==> config.mk <==
export PLATFORM = sky130hd
export DESIGN_NAME = pulse_stretcher
export DESIGN_NICKNAME = d
export VERILOG_FILES = /design/src/rtl/pulse_stretcher.sv
export SDC_FILE = /design/constraint.sdc
export NUM_CORES = 1
export LEC_CHECK = 0
export ABC_AREA = 1
export BUFFER_PORTS_ARGS = -buffer_cell sky130_fd_sc_hd__buf_2
export CAP_MARGIN = 20
export CELL_PAD_IN_SITES_DETAIL_PLACEMENT = 1
export CELL_PAD_IN_SITES_GLOBAL_PLACEMENT = 1
export CORE_ASPECT_RATIO = 1.5
export CORE_MARGIN = 2
export CORE_UTILIZATION = 35
export DETAILED_ROUTE_END_ITERATION = 10
export GPL_TIMING_DRIVEN = 0
export PLACE_DENSITY = 0.66
export SLEW_MARGIN = 40
export SYNTH_ARGS = -nofsm -noshare
export SYNTH_HDL_FRONTEND = slang
export SYNTH_SLANG_ARGS = --single-unit
export TNS_END_PERCENT = 10
==> constraint.sdc <==
create_clock -name clk -period 2.1 [get_ports clk]
set_clock_uncertainty 0.05 [all_clocks]
set_input_delay 0 -clock clk [delete_from_list [all_inputs] [get_ports clk]]
set_output_delay 0 -clock clk [all_outputs]
set_load 0.02 [all_outputs]
==> src/rtl/pulse_stretcher.sv <==
// Per-channel pulse stretcher: 1-cycle events become pulses with a minimum high time and a minimum low gap.
// Optional build macro PULSE_STRETCHER_RETRIGGER_EN: a request during HOLD restarts the hold time.
module pulse_stretcher #(
  parameter int WIDTH       = 1,
  parameter int HOLD_CYCLES = 16,
  parameter int GAP_CYCLES  = 4
) (
  input  logic             clk,
  input  logic             rst,
  input  logic             tick,
  input  logic [WIDTH-1:0] in,
  output logic [WIDTH-1:0] out,
  output logic [WIDTH-1:0] busy
);

  // state | meaning
  // IDLE  | output low, waiting for a request
  // HOLD  | output high, counting down the hold time
  // GAP   | output low, counting down the forced gap; requests are remembered
  typedef enum logic [1:0] {IDLE, HOLD, GAP} state_t;

  localparam int MAX_HG = (HOLD_CYCLES > GAP_CYCLES) ? HOLD_CYCLES : GAP_CYCLES;
  localparam int CW     = $clog2(MAX_HG + 1);
  localparam logic [CW-1:0] HOLD_LD = CW'(HOLD_CYCLES - 1);
  localparam logic [CW-1:0] GAP_LD  = CW'((GAP_CYCLES > 0) ? GAP_CYCLES - 1 : 0);
  localparam logic          HAS_GAP = (GAP_CYCLES > 0);

  for (genvar i = 0; i < WIDTH; i++) begin : g_ch
    state_t        state, state_n;
    logic [CW-1:0] cnt, cnt_n;
    logic          pend, pend_n;
    logic          fin;
    logic          out_q, busy_q;

    always_comb begin
      state_n = state;
      cnt_n   = cnt;
      pend_n  = pend;
      fin     = 1'b0;
      case (state)
        IDLE: begin
          if (in[i]) begin
            state_n = HOLD;
            cnt_n   = HOLD_LD;
          end
        end
        HOLD: begin
`ifdef PULSE_STRETCHER_RETRIGGER_EN
          if (in[i]) cnt_n = HOLD_LD;
          else if (tick) begin
`else
          pend_n = pend | in[i];
          if (tick) begin
`endif
            if (cnt != '0) cnt_n = cnt - CW'(1);
            else if (HAS_GAP) begin
              state_n = GAP;
              cnt_n   = GAP_LD;
            end else fin = 1'b1;
          end
        end
        GAP: begin
          pend_n = pend | in[i];
          if (tick) begin
            if (cnt != '0) cnt_n = cnt - CW'(1);
            else fin = 1'b1;
          end
        end
        default: state_n = IDLE;
      endcase
      // End of the low gap (or of the hold when there is no gap): a remembered request starts the next pulse.
      if (fin) begin
        if (pend_n) begin
          state_n = HOLD;
          cnt_n   = HOLD_LD;
          pend_n  = 1'b0;
        end else begin
          state_n = IDLE;
        end
      end
    end

    always_ff @(posedge clk) begin
      if (rst) begin
        state  <= IDLE;
        cnt    <= '0;
        pend   <= 1'b0;
        out_q  <= 1'b0;
        busy_q <= 1'b0;
      end else begin
        state  <= state_n;
        cnt    <= cnt_n;
        pend   <= pend_n;
        out_q  <= (state_n == HOLD);
        busy_q <= (state_n != IDLE);
      end
    end

    assign out[i]  = out_q;
    assign busy[i] = busy_q;
  end

endmodule
Word level (Yosys, flattened, before mapping)
Cells that the tools add are included.

Register bits after elaboration: 10. Output and inout bits: 2. Logic and storage cells: 33.

Add/sub/neg operators: 1. Equal/unequal tests: 3. Multiplexer cells: 18. Bitwise logic cells: 1. Reductions and logical operators: 5.

Operators with widths (number): two-way mux 5 bit (7); one-hot mux 5 bit (3 select lines) (1); two-way mux 2 bit (4); one-hot mux 2 bit (3 select lines) (1); two-way mux 1 bit (5); nonzero test 5 bit (1); subtractor 5 x 1 -> 5 bit (second input constant) (1); equality test 2 x 1 -> 1 bit (second input constant) (2); OR reduction 2 bit (2); equality test 2 bit (second input constant) (1); zero test 2 bit (1); nonzero test 2 bit (1); OR 1 bit (1).

Depth between registers and ports, before layout
Depth in word-level cells: 6. Mapped depth: 11. Gate-level depth less buffers: 11.

Worst setup path before layout
OpenSTA, ideal clock, no wires.

Path kind: register -> register. Start point: register g_ch[0].state[0]. End point: register g_ch[0].busy_q (netlist: busy). Setup time: 114 ps. Data arrival time: 1355 ps. Slack: 581 ps. Stages on the path, launching flop included: 12. Path through: dfxtp_1 > inv_1 > ha_1 > nor2_2 > inv_2 > nand2_1 > o21bai_1 > nand2_1 > nand2_1 > nand2_2 > nand2_2 > nand2_1.

Word-level cells in the longest chain between the ends: 6. Elaborated cells on any way between the ends: 13. Classes of those cells: eq/ne (2); mux (8); reduce/logical (3).

RTL lines: start, declared (RTL line 29) `state_t state, state_n;`; start signal, assigned (RTL line 91) `state <= state_n;`; equality test 2 bit / equality test 2 x 1 -> 1 bit (equally long branches) (RTL line 40) `case (state)`; OR reduction 2 bit (no line); two-way mux 1 bit; two-way mux 1 bit (RTL line 73) `if (pend_n) begin`; two-way mux 2 bit (*) (RTL line 72) `if (fin) begin`; nonzero test 2 bit (*) (RTL line 95) `busy_q <= (state_n != IDLE);`; end signal, assigned (RTL line 95); end, declared (RTL line 33) `logic out_q, busy_q;`.

Mark *: on every way between the ends. The rest lies on a longest branch, timed or not. A chain may end at the register's enable or synchronous reset.

Worst setup path in the final report
Start point: register g_ch[0].cnt[0]. End point: register g_ch[0].cnt[0].

Word-level cells in the longest chain between the ends: 6. Elaborated cells on any way between the ends: 13. Classes of those cells: add/sub (1); mux (11); reduce/logical (1).

RTL lines: start, declared (RTL line 30) `logic [CW-1:0] cnt, cnt_n;`; start signal, assigned (RTL line 92) `cnt <= cnt_n;`; subtractor 5 x 1 -> 5 bit / nonzero test 5 bit (equally long branches) (RTL line 55, 65); two-way mux 5 bit (on tied branches) (RTL line 65, 55); two-way mux 5 bit (on tied branches) (RTL line 64, 53); one-hot mux 5 bit (3 select lines) (RTL line 40); two-way mux 5 bit (RTL line 73); two-way mux 5 bit (*) (RTL line 72).

Marked as above.

==> flow_summary.json <==
{
  "outcome": "completed",
  "cts_setup_buffers": 0,
  "synth-seq-cells": 10,
  "reg2reg_to": "g_ch[0].cnt[0]",
  "max_freq_mhz": 553.7,
  "max_slew.worst_pin.slew_ns": 0.3131,
  "required_ns": 2.21,
  "initial_core_util_pct": 37.71,
  "io-pin-count": 6,
  "grt_start_max_net_pins": 11,
  "place_area_sq_um": 754.5,
  "wl_per_cell_um": 14.28,
  "htree_levels": 1,
  "hold_end": "g_ch[0].cnt[4]",
  "synthArstFlopShare_pct": 0,
  "critPathSlowestCell": "dfxtp_1",
  "timing.rr.start": "g_ch[0].cnt[0]",
  "avgSynthCellArea_sq_um": 6.943,
  "ant_nets": 0,
  "hold_path.class": "in -> reg",
  "nFillCells": 252,
  "synthesis.nets": 113,
  "crit_arrival_ns": 1.92,
  "vdd_drop_max_mv": 0.5643,
  "cts_sinks": 10,
  "path_delay_family": "adder cells",
  "power_frac_seq_pct": 33.8,
  "synth_top_cell_area_share_pct": 28.27,
  "synthesis.area_sq_um": 708.2,
  "diodes": 0,
  "clkLatencyLatePin_ns": 0.28,
  "period_share_pct": 86.00,
  "worstRegToRegCells": 8,
  "max_slew_margin_pct": 79.13,
  "ctsResizeCount": 0,
  "power_density_nw_per_um2": 1006,
  "clkTransAtPathRegs_ns": 0.07,
  "whs_path_depth": 4,
  "crit_type": "reg -> reg",
  "hold_viol_final": 0,
  "port_buffers": 4,
  "netlist_instances": 102,
  "p_leak_uw": 0.0003905,
  "cap_violations": 0,
  "startpoint_type": "flip-flop",
  "synth_area_leaders": "dfxtp_1, nand2_1, ha_1, inv_1, a21oi_1",
  "multiInputGateArea_sq_um": 436.7,
  "grt_pass1_wl_mm": 3.222,
  "area_growth_pct": 13.07,
  "clk_path_buf_depth": 2,
  "stdcell_area_sq_um": 800.8,
  "wirelength_mm": 1.885,
  "drc_errors": 0,
  "pwr-share-comb_pct": 43.6,
  "rsz0062_at_grt": "false",
  "gr-total-overflow": 0,
  "crit_chain": "inv_1 > ha_1 > nand3_1 > ha_1 > nand3_1 > nand2_1 > o21ai_0 > a31oi_1",
  "final-seq-area_sq_um": 200.2,
  "cts-root-buf": "clkbuf_4",
  "coreArea_sq_um": 1878,
  "die_h_um": 59.09,
  "grt_pass1_vias": 724,
  "synth_seq_area_share_pct": 28.27,
  "rows": 19,
  "setup_violations": 0,
  "vias": 684,
  "power_frac_clock_pct": 22.6,
  "synth_cell_types": 21,
  "power_switching_uw": 339.5,
  "synth_commonest_cells": "nand2_1, inv_1, dfxtp_1, a21oi_1, o21ai_0",
  "swShare_pct": 42.13,
  "synth.most_common_cell": "nand2_1",
  "internal-power_uw": 466.3,
  "dr.pass1.iters": 4,
  "cpPeakStageDelay_ns": 0.35,
  "drt_iter0_drc": 21,
  "fp.dieArea_sq_um": 2406,
  "place_congestion": 0.7435,
  "synth_edf_count": 0,
  "antenna_found_initial": 0,
  "drive_gt1_share_pct": 18.92,
  "worstHoldStart": "tick",
  "synthFlopType": "dfxtp_1",
  "ys_warn_count": 0,
  "dp_hpwl_mm": 1.521,
  "min_period_ns": 1.806,
  "drv_slew": 0,
  "end_kind": "flip-flop",
  "crit_buf_inv": 1,
  "numCtsBuffers": 3,
  "track_usage_pct": 19.72,
  "synth_top_area_cell": "dfxtp_1",
  "worstPathMaxFanout": 4,
  "finish.net_count": 123,
  "rrSetupSlack_ns": 0.29,
  "cts_tree": "yes",
  "fp.dieW_um": 40.73,
  "fin_tns_setup_ns": 0,
  "vias_per_cell": 5.182
}
final cells by class:
cell class / count / share of cell area [%]
clock buffer: 4 / 4.531
tap: 21 / 3.281
sequential: 10 / 25.00
multi-input combinational: 74 / 54.53
timing repair buffer: 5 / 3.750
buffer: 1 / 0.9375
inverter: 17 / 7.969
routing by layer:
layer | up-vias | routed length (um) | global-route usage, %
li1 | 346 | - | -
met1 | 319 | 752 | 21.36
met2 | 12 | 1024 | 34.69
met3 | 7 | 66 | 4.887
met4 | 0 | 42 | 7.143
met5 | - | 0 | 0
state kept, by name, indices dropped and copies added, names as in the netlist:
name        count
g_ch.pend       1
out             1
g_ch.cnt        5
busy            1
g_ch.state      2
cells in the final DEF (no fill, tap or decap), drive strengths merged:
cell          n
nor2          9
nor3          2
dfxtp        10
nand3         5
nand4         1
o21bai        1
dlygate4sd3   1
a21boi        1
a211oi        1
a31oi         1
buf           5
inv          17
nand2        27
a31o          1
o21ai         8
a21oi         9
clkbuf        4
ha            7
o21a          1
power groups by stage:
| stage | logic, uW | registers [uW] | clock network (uW) |
|---|---|---|---|
| after global routing | 401 | 278 | 192 |
| after CTS | 358 | 274 | 182 |
| final | 351 | 273 | 182 |
| after detailed placement | 356 | 278 | 0 |
| after global placement | 342 | 278 | 0 |
| after floorplan | 254 | 278 | 0 |
how the worst max path moves through the flow:
stage | cells after the start | end | from | slack [ns]
finish | 8 | g_ch[0].cnt[0] | g_ch[0].cnt[0] | 0.29
global route | 11 | busy | g_ch[0].state[0] | 0.12
CTS | 11 | busy | g_ch[0].state[0] | 0.26
detailed placement | 8 | g_ch[0].cnt[0] | g_ch[0].cnt[0] | 0.27
global placement | 11 | busy | g_ch[0].state[0] | 0.30
floorplan | 11 | busy | g_ch[0].state[0] | 0.58
through the flow:
step | setup slack (ns) | hold WS (ns) | instances | util, % | power, uW
CTS | 0.2606 | 0.08256 | 132 | 42.64 | 813.6
global route | 0.1179 | 0.1176 | 132 | 42.64 | 870.5
detailed placement | 0.2749 | 0.2317 | 127 | 40.17 | 634.0
floorplan | 0.5811 | 0.01907 | 102 | - | 532.1
finish | 0.2941 | 0.07323 | 132 | 42.64 | 805.8
global placement | 0.2996 | 0.2183 | 127 | 40.17 | 619.8
repair_timing:
action	in CTS	in global routing
endpoints found under the setup margin	0	0
hold buffers	1	0
endpoints found under the hold margin	5	0
kinds of logic after synthesis:
logic type | after synthesis | synth area share, %
and+or+nand+nor | 44 | 30.92
AOI/OAI and AO/OA | 23 | 18.38
buffers and inverters | 18 | 10.07
DFF | 10 | 28.27
adders and majority gates | 7 | 12.37
worst register-to-register path: cells and delay by family (launching register included):
family	cells	cell delay [ns]
AOI/OAI and AO/OA	2	0.34
adders and majority gates	2	0.57
DFF	1	0.35
and+or+nand+nor	3	0.30
buffers and inverters	1	0.07
No activity file was read; power rests on OpenSTA's default activity.
